--- src/rtl/demux4_stream_pkg.sv ---
// demux_pkg: shared types and constants for the demux4_stream slice.
//   lane_sel_t : 2-bit destination lane index carried with each input beat
//   N_LANES    : number of output lanes (4)
//   slot_st_t  : per-lane slot state, EMPTY or FULL
package demux_pkg;

    typedef logic [1:0] lane_sel_t;

    localparam int N_LANES = 4;

    typedef enum logic {EMPTY, FULL} slot_st_t;

endpackage

--- src/rtl/demux4_stream_if.sv ---
// demux4_stream_if: bundles the input stream and the four output streams of
// demux4_stream.
//   in_valid/in_ready/in_data/in_sel : single input stream with lane select
//   out_valid/out_ready/out_data     : four output streams, lane i payload is
//                                      out_data[i*W +: W]
// Modports:
//   slave  : the demux itself (consumes the input stream, produces outputs)
//   master : the environment (produces the input stream, consumes outputs)
interface demux4_stream_if #(
    parameter int W = 4
);
    import demux_pkg::*;

    logic                 in_valid;
    logic                 in_ready;
    logic [W-1:0]         in_data;
    lane_sel_t            in_sel;
    logic [N_LANES-1:0]   out_valid;
    logic [N_LANES-1:0]   out_ready;
    logic [N_LANES*W-1:0] out_data;

    modport slave (
        input  in_valid, in_data, in_sel, out_ready,
        output in_ready, out_valid, out_data
    );

    modport master (
        output in_valid, in_data, in_sel, out_ready,
        input  in_ready, out_valid, out_data
    );

endinterface

--- src/rtl/demux4_stream_slot.sv ---
// demux_slot: one-entry register slot for a single output lane.
//   clk, reset : clock and asynchronous active-high reset
//   push       : load din into the slot this cycle
//   pop        : the consumer takes the held beat this cycle
//   din        : payload to load on push
//   valid      : slot holds a beat (state == FULL)
//   dout       : held payload; keeps its last value after the slot drains
module demux_slot
    import demux_pkg::*;
#(
    parameter int W = 4
) (
    input  logic         clk,
    input  logic         reset,
    input  logic         push,
    input  logic         pop,
    input  logic [W-1:0] din,
    output logic         valid,
    output logic [W-1:0] dout
);

    slot_st_t state;

    // The upstream in_ready only allows a push when the slot is EMPTY or is
    // being popped in the same cycle, so push always wins: a simultaneous
    // pop and push refills the slot and keeps the lane at full throughput.
    always_ff @(posedge clk or posedge reset) begin
        if (reset) begin
            state <= EMPTY;
            dout  <= '0;
        end else if (push) begin
            state <= FULL;
            dout  <= din;
        end else if (pop) begin
            state <= EMPTY;
        end
    end

    assign valid = (state == FULL);

endmodule

--- src/rtl/demux4_stream.sv ---
// demux4_stream: 1-to-4 stream demultiplexer. Each accepted input beat is
// steered to the output lane named by in_sel and parked in that lane's
// one-entry slot, so a stalled lane never blocks traffic to the others.
//   clk, reset : clock and asynchronous active-high reset
//   bus        : demux4_stream_if.slave carrying the input and output streams
//   xfer_cnt   : per-lane count of completed output transfers, lane i at
//                xfer_cnt[i*CNT_W +: CNT_W]; present only when the macro
//                DEMUX4_XFER_CNT_EN is defined
module demux4_stream
    import demux_pkg::*;
#(
    parameter int W = 4
`ifdef DEMUX4_XFER_CNT_EN
    ,
    parameter int CNT_W = 8
`endif
) (
    input  logic                  clk,
    input  logic                  reset,
    demux4_stream_if.slave        bus
`ifdef DEMUX4_XFER_CNT_EN
    ,
    output logic [N_LANES*CNT_W-1:0] xfer_cnt
`endif
);

    logic [N_LANES-1:0] push;
    logic [N_LANES-1:0] pop;
    logic [N_LANES-1:0] valid_q;
    logic [W-1:0]       data_q [N_LANES];
    logic               in_ready;

    // Only the addressed slot gates the input; this is a deliberate
    // combinational path from in_sel and out_ready to in_ready.
    assign in_ready    = !valid_q[bus.in_sel] || bus.out_ready[bus.in_sel];
    assign bus.in_ready = in_ready;

    // One-hot decode of the destination lane for an accepted beat.
    always_comb begin
        push = '0;
        if (bus.in_valid && in_ready) begin
            push[bus.in_sel] = 1'b1;
        end
    end

    assign pop           = valid_q & bus.out_ready;
    assign bus.out_valid = valid_q;

    for (genvar i = 0; i < N_LANES; i++) begin : g_slot
        demux_slot #(.W(W)) u_slot (
            .clk   (clk),
            .reset (reset),
            .push  (push[i]),
            .pop   (pop[i]),
            .din   (bus.in_data),
            .valid (valid_q[i]),
            .dout  (data_q[i])
        );
    end

    // Flatten the per-lane payloads onto the shared output bus.
    always_comb begin
        bus.out_data = '0;
        for (int i = 0; i < N_LANES; i++) begin
            bus.out_data[i*W +: W] = data_q[i];
        end
    end

`ifdef DEMUX4_XFER_CNT_EN
    // Free-running per-lane transfer counters; they wrap naturally and are
    // cleared only by reset.
    always_ff @(posedge clk or posedge reset) begin
        if (reset) begin
            xfer_cnt <= '0;
        end else begin
            for (int i = 0; i < N_LANES; i++) begin
                if (pop[i]) begin
                    xfer_cnt[i*CNT_W +: CNT_W] <= xfer_cnt[i*CNT_W +: CNT_W] + CNT_W'(1);
                end
            end
        end
    end
`endif

endmodule

--- src/flat_wrapper.sv ---
// flat-port wrapper written by rule: the top's interface ports become plain ports
module demux4_stream_flat import demux_pkg::*;
#(
    parameter int W = 4

)
  (clk, reset, bus_in_valid, bus_in_data, bus_in_sel, bus_out_ready, bus_in_ready, bus_out_valid, bus_out_data);
  demux4_stream_if #(.W(W)) bus_i ();
  input  logic clk;
  input  logic reset;
  input wire logic [$bits(bus_i.in_valid)-1:0] bus_in_valid;
  input wire logic [$bits(bus_i.in_data)-1:0] bus_in_data;
  input wire logic [$bits(bus_i.in_sel)-1:0] bus_in_sel;
  input wire logic [$bits(bus_i.out_ready)-1:0] bus_out_ready;
  output wire logic [$bits(bus_i.in_ready)-1:0] bus_in_ready;
  output wire logic [$bits(bus_i.out_valid)-1:0] bus_out_valid;
  output wire logic [$bits(bus_i.out_data)-1:0] bus_out_data;
  assign bus_i.in_valid = bus_in_valid;
  assign bus_i.in_data = bus_in_data;
  assign bus_i.in_sel = bus_in_sel;
  assign bus_i.out_ready = bus_out_ready;
  assign bus_in_ready = bus_i.in_ready;
  assign bus_out_valid = bus_i.out_valid;
  assign bus_out_data = bus_i.out_data;
  demux4_stream #(.W(W)) u_core (.clk(clk), .reset(reset), .bus(bus_i));
endmodule
--- config.mk ---
export PLATFORM = sky130hd
export DESIGN_NAME = demux4_stream_flat
export DESIGN_NICKNAME = d
export VERILOG_FILES = /design/src/rtl/demux4_stream_pkg.sv /design/src/rtl/demux4_stream_if.sv /design/src/rtl/demux4_stream_slot.sv /design/src/rtl/demux4_stream.sv /design/src/flat_wrapper.sv
export SDC_FILE = /design/constraint.sdc
export NUM_CORES = 1
export LEC_CHECK = 0
export BUFFER_PORTS_ARGS = -buffer_cell sky130_fd_sc_hd__buf_2
export CAP_MARGIN = 20
export CORE_MARGIN = 8
export CORE_UTILIZATION = 46
export CTS_CLUSTER_SIZE = 14
export DETAILED_ROUTE_END_ITERATION = 10
export PLACE_DENSITY_LB_ADDON = 0.1
export SYNTH_ARGS = -nofsm -noshare
export SYNTH_HDL_FRONTEND = slang
export SYNTH_SLANG_ARGS = --single-unit
--- constraint.sdc ---
create_clock -name clk -period 1.51 [get_ports clk]
set_input_delay 0.151 -clock clk [delete_from_list [all_inputs] [get_ports clk]]
set_output_delay 0.151 -clock clk [all_outputs]
set_load 0.005 [all_outputs]
# Word-level counts from Yosys, hierarchy flattened
# Index checks and enable logic that the tools add are counted.
# Widths: inputs -> output; s select.
dict set report totals {
  wordCells 34
  out_inout_bits 21
  register_bits 20
  input_bits 13
}
dict set report classes {
  order_cmp 2
  reduce_logical 8
  n_mux 15
  n_bitwise 1
}
# cell count
set op_table {}
lappend op_table {{$mux 1} 11}
lappend op_table {{$reduce_bool 2->1} 4}
lappend op_table {{$and 4x4->4} 1}
lappend op_table {{$bmux 1 s2} 2}
lappend op_table {{$mux 4} 1}
lappend op_table {{$lt 2x3->1 const B} 1}
lappend op_table {{$demux 1 s2} 1}
lappend op_table {{$ge 2x1->1 const B} 1}
lappend op_table {{$logic_and 1x1->1} 2}
lappend op_table {{$logic_not 1->1} 1}
lappend op_table {{$logic_or 1x1->1} 1}

# Depth between registers and ports, before layout
# Gate-level depths: netlist of run 1.
dict set report depth {
  word_depth 7
  ltp_mapped 4
  depth_no_buf 3
}

# Modules after synthesis
# Synthesis of run 1 repeated with hierarchy kept, for this count alone.
dict set report hier_totals {
  hier_cells 61
  hier_area_um2 874.6
}
# module cells_each area_per_inst_um2 seq_area_each_um2 instances
set modules_own_cells {}
lappend modules_own_cells {demux_slot 12 186.4 125.1 4}
lappend modules_own_cells {demux4_stream 13 128.9 0.0 1}

# Least setup slack after synthesis of run 1
# OpenSTA, ideal clock, no wires.
dict set report synth_path {
  kind {register to register}
  startpoint {register u_core.g_slot[2].u_slot.state}
  endpoint {register u_core.g_slot[2].u_slot.dout[0]}
  path_buffers 0
  required_time_ps 1385
  t_arrival_ps 1032
  setup_ps 125
  slack_ps 353
  path_stages_with_launch 4
  synth_period_minus_slack_ps 1157
  path_cell_list {dfrtp_1 -> nand2b_1 -> nor3b_4 -> mux2_2}
}
dict set report synth_via {
  elab_chain_len 6
}
# element line
set synth_lines {}
lappend synth_lines {{from (decl)} demux4_stream_slot.sv:22} ;# slot_st_t state;
lappend synth_lines {{from (signal assigned)} demux4_stream_slot.sv:29} ;# state <= EMPTY;
lappend synth_lines {{from (signal assigned)} demux4_stream_slot.sv:32} ;# state <= FULL;
lappend synth_lines {{from (signal assigned)} demux4_stream_slot.sv:35} ;# state <= EMPTY;
lappend synth_lines {{$bmux 1 s2} demux4_stream.sv:35} ;# assign in_ready = !valid_q[bus.in_sel] || bus.out_ready[bus.in_sel];
lappend synth_lines {{$mux 1 (implied by the code)} demux4_stream.sv:35}
lappend synth_lines {{$logic_not 1->1} demux4_stream.sv:35}
lappend synth_lines {{$logic_or 1x1->1} demux4_stream.sv:35}
lappend synth_lines {{$logic_and 1x1->1} demux4_stream.sv:41} ;# if (bus.in_valid && in_ready) begin
lappend synth_lines {{$mux 4} demux4_stream.sv:41}
lappend synth_lines {{to (signal assigned)} demux4_stream_slot.sv:33} ;# dout <= din;
lappend synth_lines {{to (decl)} demux4_stream_slot.sv:19} ;# output logic [W-1:0] dout
# No other way between the ends. The select of a mux whose other input is x is not followed.
# A chain may end at the register's enable or synchronous reset.

# Final worst setup path of run 1
dict set report layout_path {
  startpoint {register u_core.g_slot[1].u_slot.state}
  endpoint {output port bus_in_ready}
}
dict set report layout_via {
  elab_chain_len 4
}
# element line
set layout_lines {}
lappend layout_lines {{from (decl)} demux4_stream_slot.sv:22}
lappend layout_lines {{from (signal assigned)} demux4_stream_slot.sv:29}
lappend layout_lines {{from (signal assigned)} demux4_stream_slot.sv:32}
lappend layout_lines {{from (signal assigned)} demux4_stream_slot.sv:35}
lappend layout_lines {{$bmux 1 s2} demux4_stream.sv:35}
lappend layout_lines {{$mux 1 (implied by the code)} demux4_stream.sv:35}
lappend layout_lines {{$logic_not 1->1} demux4_stream.sv:35}
lappend layout_lines {{$logic_or 1x1->1} demux4_stream.sv:35}
lappend layout_lines {{to (decl)} flat_wrapper.sv:15} ;# output wire logic [$bits(bus_i.in_ready)-1:0] bus_in_ready;
# No other way between the ends. The select of a mux whose other input is x is not followed.

==> results.toml, run 1 <==
[outcome]
status = "complete, but fails checks"
violations = "setup timing"

[sta]
achievable-frequency_mhz = 661
fin_tns_setup_ps = -2.58
final.period_utilization = 1.00
hold_viol = 0
rsz_0062_raised_after_global_routing = "yes"
clock-skew-final_ps = 3.38
worst_pin_slew_ps = 333
timing.final.setup_violations = 1
min_period_ps = 1510
fin_ws_ps = -2.58
timing.final.max_slew_violations = 0
timing.slew.headroom = 0.778

[global_route]
grtUsageMet3 = 0.0325
grtUsageMet1 = 0.135
busiest_layer = "met2"
grt.total_usage = 0.115
globalRouteOverflowTotal = 0
number_of_antenna_violations_at_the_first_check_in_global_routing = 0
grtUsageMet2 = 0.190
grt_pass1_wl_um = 3080
pin_count_of_the_biggest_net_entering_global_routing = 21
grt_pass1_vias = 660

[clock_tree]
clk_root_buffer_cell = "sky130_fd_sc_hd__clkbuf_4"
cts.htree.levels = 1
cts.reportedPaths.clkPinSlew_ps = 120
cts_buffers = 3
longest_clk_path_bufs = 2
cts_resized = 0
clock_sinks = 20
tritoncts_clock_tree = "yes"
worst_skew_pair.late_latency_ps = 300

[power_and_ir_drop]
static-leakage-power_nw = 0.569
pwr_density_cell_nw_per_um2 = 1270
worst_ir_drop_vdd_v = 0.000870
report.power.total_mw = 1.42

[finish]
layout_common_cells = "sky130_fd_sc_hd__buf_2, sky130_fd_sc_hd__dfrtp_1, sky130_fd_sc_hd__mux2_2, sky130_fd_sc_hd__nand2_1"
layout_commonest_cell = "sky130_fd_sc_hd__buf_2"
area_delta_synth_final_pct = 28.4
nNetsFinal = 110
antenna_diodes = 0
layout-drive-gt1-share = 0.635
utilization = 0.635
fin_cells = 121

[floorplan]
design.die.area_sq_um = 3550
die_x_um = 59.5
fp-row-count = 15
io_pins = 34
fp.coreArea_sq_um = 1760
die_h_um = 59.5
floorplan.initialDensity = 0.494

[run]
cap_violations = 0

[hold_path]
worstHoldStart = "bus_in_data[3]"
min_path_type = "in -> reg"
timing.hold.worst_endpoint = "u_core.g_slot[1].u_slot.dout[3]"
min_path_cells = 2

[drt]
drc_errors = 0
detail_route.vias_per_cell = 4.87
detail_route.first_pass.iterations = 4
via_count = 589
final_antenna_net_count = 0
totalWireLength_um = 1900
avg_wl_per_cell_um = 15.7
initialDrtViolationCount = 4

[logic_synthesis]
synth-seq-cells = 20
avgSynthCellArea_sq_um = 14.8
synth_cell_types = 16
syn-num-nets = 72
post_synth_inst_count = 59
synth_sequential_area_ratio = 0.574
ys_warn_count = 0
synthesis.area_sq_um = 872

[critical_path]
worst_ep_required_time_ps = 1360
cp_data_arrival_time_ps = 1360
worst_r2r_startpoint = "u_core.g_slot[2].u_slot.valid"
reg2reg_slack_ps = 180
reg2reg_end = "u_core.g_slot[2].u_slot.dout[0]"
timing.critical_path.fanout_max = 3
critical_path_source_type = "register"
end_kind = "output pin"
critical_path_class = "reg -> out"
rr_worst_depth = 3

[placement]
io_buffers = 33
place_worst_setup_slack_ps = 193
gp_congestion = 0.662
place_inst = 113
hpwl_um = 1410
## Yosys cell counts, drive strengths merged
library cell  number  area [sq um]
nand3              1          5.00
nand2              5          18.8
nor2b              2          22.5
inv                1          3.75
o21ai              1          5.00
nor3b              1          18.8
mux4               1          22.5
nand2b             4          25.0
and3               1          6.26
mux2              16           195
dfrtp             20           500
nand3b             1          7.51
buf                5          41.3
## kinds of logic after synthesis
kind of cell    Yosys count  synth area share
compound gates            1           0.00573
buf+inv                   6            0.0516
flops                    20             0.574
mux                      17             0.250
simple gates             15             0.119
## report_power, final
part | internal [mW] | total (mW) | switching, mW
Clock | 0.268 | 0.440 | 0.172
Combinational | 0.182 | 0.299 | 0.117
Sequential | 0.633 | 0.682 | 0.0488
Total | 1.08 | 1.42 | 0.337
## metrics by stage
stage | hold WS [ps] | area [sq um]
floorplan | 115 | 872
global placement | 183 | 1030
detailed placement | 183 | 1030
CTS | 114 | 1110
global route | 113 | 1120
finish | 115 | 1120
## final cells by class
type	count	area (sq um)
Sequential cell	20	500
Tap cell	25	31.3
Timing Repair Buffer	38	205
Clock buffer	3	22.5
Clock inverter	1	30.0
Inverter	1	3.75
Multi-Input combinational cell	33	327
Fill cell	164	644
## state kept, by name (all words and copies together), names as in the netlist
signal	flops
u_core.g_slot.u_slot.dout	16
u_core.g_slot.u_slot.valid	4
## critical path, cell delays in order, from the launching register on
cell	delay [ps]
sky130_fd_sc_hd__dfrtp_1	370
sky130_fd_sc_hd__nand2b_1	90
sky130_fd_sc_hd__mux4_2	460
sky130_fd_sc_hd__buf_2	140
## metal layers
| layer | part of all wire | up-vias |
|---|---|---|
| met5 | 0 | - |
| met4 | 0.0063 | 0 |
| met3 | 0.068 | 2 |
| met2 | 0.52 | 16 |
| met1 | 0.41 | 296 |
| li1 | - | 275 |
## worst max-delay path by stage
stage | start | endpoint | cells past startpoint
CTS | u_core.g_slot[1].u_slot.valid | bus_in_ready | 3
floorplan | u_core.g_slot[2].u_slot.valid | u_core.g_slot[2].u_slot.dout[0] | 3
detailed placement | u_core.g_slot[2].u_slot.valid | u_core.g_slot[2].u_slot.dout[0] | 3
global route | u_core.g_slot[0].u_slot.valid | bus_in_ready | 3
finish | u_core.g_slot[1].u_slot.valid | bus_in_ready | 3
global placement | u_core.g_slot[2].u_slot.valid | u_core.g_slot[2].u_slot.dout[0] | 3
## timing repair
| item | CTS | global route |
|---|---|---|
| setup buffers | 2 | 1 |
| hold buffers | 1 | 0 |
| hold endpoints to repair | 20 | 0 |
| setup endpoints to repair | 1 | 1 |
| pin swaps | 0 | 0 |
Note: power is estimated with default switching activity, not from simulation.
==> run 2, diff against run 1 <==
- CORE_ASPECT_RATIO: default -> 1.5
- CORE_UTILIZATION: 46 -> 42
- SLEW_MARGIN: default -> 20
- clock period: 1.51 -> 1.35 ns (I/O delays scaled with it)
==> results.toml, run 2 (synthesized netlist as in run 1, its figures left out) <==
[critical_path]
cp_data_arrival_time_ps = 1370
crit_path_cell_trace = "nand2b_1, mux4_2, buf_2"
critical_path_source_type = "register"
critical_path_class = "reg -> out"
worst_path_max_delay_cell = "sky130_fd_sc_hd__mux4_2"
startpoint_of_the_worst_setup_timing_path = "u_core.g_slot[3].u_slot.valid"
worst_r2r_startpoint = "u_core.g_slot[2].u_slot.valid"
end_kind = "output pin"
worst_ep_required_time_ps = 1220
cpPeakStageDelay_ps = 470
timing.critical_path.fanout_max = 3

[drt]
detail_route.vias_per_cell = 4.98
detail_route.first_pass.iterations = 2
totalWireLength_um = 1820
met3RoutedLength_um = 172
final_antenna_net_count = 0
drc_errors = 0
wl_on_met1_um = 717
top_signal_layer_used = "met4"
via_count = 578
wl_met2_um = 889
avg_wl_per_cell_um = 15.7
initialDrtViolationCount = 4

[sta]
timing.final.setup_violations = 1
hold_viol = 0
clock-skew-final_ps = 1.04
rsz_0062_raised_after_global_routing = "yes"
min_period_ps = 1500
worst_pin_slew_ps = 337
timing.slew.headroom = 0.775
timing.final.max_slew_violations = 0
fin_ws_ps = -151
achievable-frequency_mhz = 666
final.period_utilization = 1.11

[finish]
largest_reg_flops = 16
layout_commonest_cell = "sky130_fd_sc_hd__buf_2"
area_delta_synth_final_pct = 25.7
antenna_diodes = 0
nNetsFinal = 108
layout_common_cells = "sky130_fd_sc_hd__buf_2, sky130_fd_sc_hd__dfrtp_1, sky130_fd_sc_hd__mux2_2, sky130_fd_sc_hd__mux2_4, sky130_fd_sc_hd__nand2_1"
layout-drive-gt1-share = 0.628
utilization = 0.548
max_flop_register = "u_core.g_slot.u_slot.dout"
number_of_inserted_filler_cells_in_the_final_layout = 197
final_area_sq_um = 1100

[global_route]
pin_count_of_the_biggest_net_entering_global_routing = 21
grt.total_usage = 0.101
globalRouteOverflowTotal = 0
grt_pass1_wl_um = 2920
number_of_antenna_violations_at_the_first_check_in_global_routing = 0
grt_pass1_vias = 612

[floorplan]
fp-row-count = 20
design.die.area_sq_um = 3820
die_h_um = 71.8
die_x_um = 53.2
io_pins = 34
fp.coreArea_sq_um = 2000
floorplan.initialDensity = 0.436

[clock_tree]
cts.htree.levels = 1
tritoncts_clock_tree = "yes"
longest_clk_path_bufs = 2
worst_skew_pair.late_latency_ps = 300
cts_buffers = 3
clk_root_buffer_cell = "sky130_fd_sc_hd__clkbuf_4"
cts.reportedPaths.clkPinSlew_ps = 100
clock_sinks = 20

[power_and_ir_drop]
fraction_of_power_consumed_by_the_clock_network = 0.235
cellInternalPower_mw = 1.08
switching_share = 0.248
static-leakage-power_nw = 0.562
seq_power_share = 0.530
p_switching_mw = 0.358
pwr_density_cell_nw_per_um2 = 1310
worst_ir_drop_vdd_v = 0.000718
share_comb_of_total_power = 0.235

[run]
cap_violations = 0

[outcome]
status = "complete, but fails checks"
violations = "setup timing"

[placement]
io_buffers = 33
gp_congestion = 0.749
hpwl_um = 1380
placement.cell_area_sq_um = 1030

[hold_path]
min_path_type = "in -> reg"
worstHoldStart = "bus_in_data[0]"
[run 2: cell count changes in the layout (fill, tap and decap cells not counted)]
cell / delta
sky130_fd_sc_hd__buf_4: -2
sky130_fd_sc_hd__mux2_2: -3
sky130_fd_sc_hd__bufinv_16: -1
sky130_fd_sc_hd__clkbuf_8: +1
sky130_fd_sc_hd__mux2_4: +3
[run 2: final cells by class]
class / count / area [sq um] / area share
clock buffer: 4 / 36.3 / 0.0331
inverter: 1 / 3.75 / 0.00342
multi-input combinational: 33 / 338 / 0.308
sequential: 20 / 500 / 0.457
tap: 22 / 27.5 / 0.0251
timing repair buffer: 36 / 190 / 0.174
[run 2: worst max-delay path, delay by kind of cell (launching register included)]
kind                   cells  cell delay, ps
muxes                      1             470
DFF                        1             360
buffers and inverters      1             140
and+or+nand+nor            1             100
[run 2: power by group through the flow]
stage	Sequential [mW]	Clock, mW	Combinational, mW
after CTS	0.763	0.355	0.335
after global routing	0.780	0.373	0.372
after global placement	0.772	0	0.327
after floorplan	0.782	0	0.165
final	0.763	0.338	0.339
after detailed placement	0.773	0	0.332
[run 2: what timing repair did]
action                     CTS  global route
hold endpoints to repair    20             0
resized for setup            0             3
setup endpoints to repair    1             3
hold buffers                 1             0
setup buffers                0             1
[run 2: stage by stage]
stage                     hold WS, ps  TNS [ps]  instances  power (mW)  worst slack [ps]
after floorplan                  98.8         0         59       0.947               193
after global placement            167         0        110        1.10              71.4
after detailed placement          171         0        110        1.11              74.4
after CTS                         110      -161        115        1.45              -161
after global routing              115      -273        116        1.53              -234
final                             119      -151        116        1.44              -151
[run 2: worst paths after layout]
| path | endpoint | slack, ps | depth (start not counted) |
|---|---|---|---|
| max | bus_in_ready | -150 | 3 |
| min | u_core.g_slot[1].u_slot.dout[0] | 120 | 2 |
| max reg2reg | u_core.g_slot[2].u_slot.dout[3] | 10 | 3 |
| min reg2reg | u_core.g_slot[0].u_slot.dout[2] | 510 | 1 |
| max in group asynchronous | u_core.g_slot[0].u_slot.valid | 770 | 4 |
| min in group asynchronous | u_core.g_slot[2].u_slot.dout[2] | 390 | 4 |
[run 2: metal layers]
layer  track usage  vias up
li1              -      266
met1         0.125      284
met2         0.148       23
met3        0.0331        5
met4        0.0592        0
met5             0        -
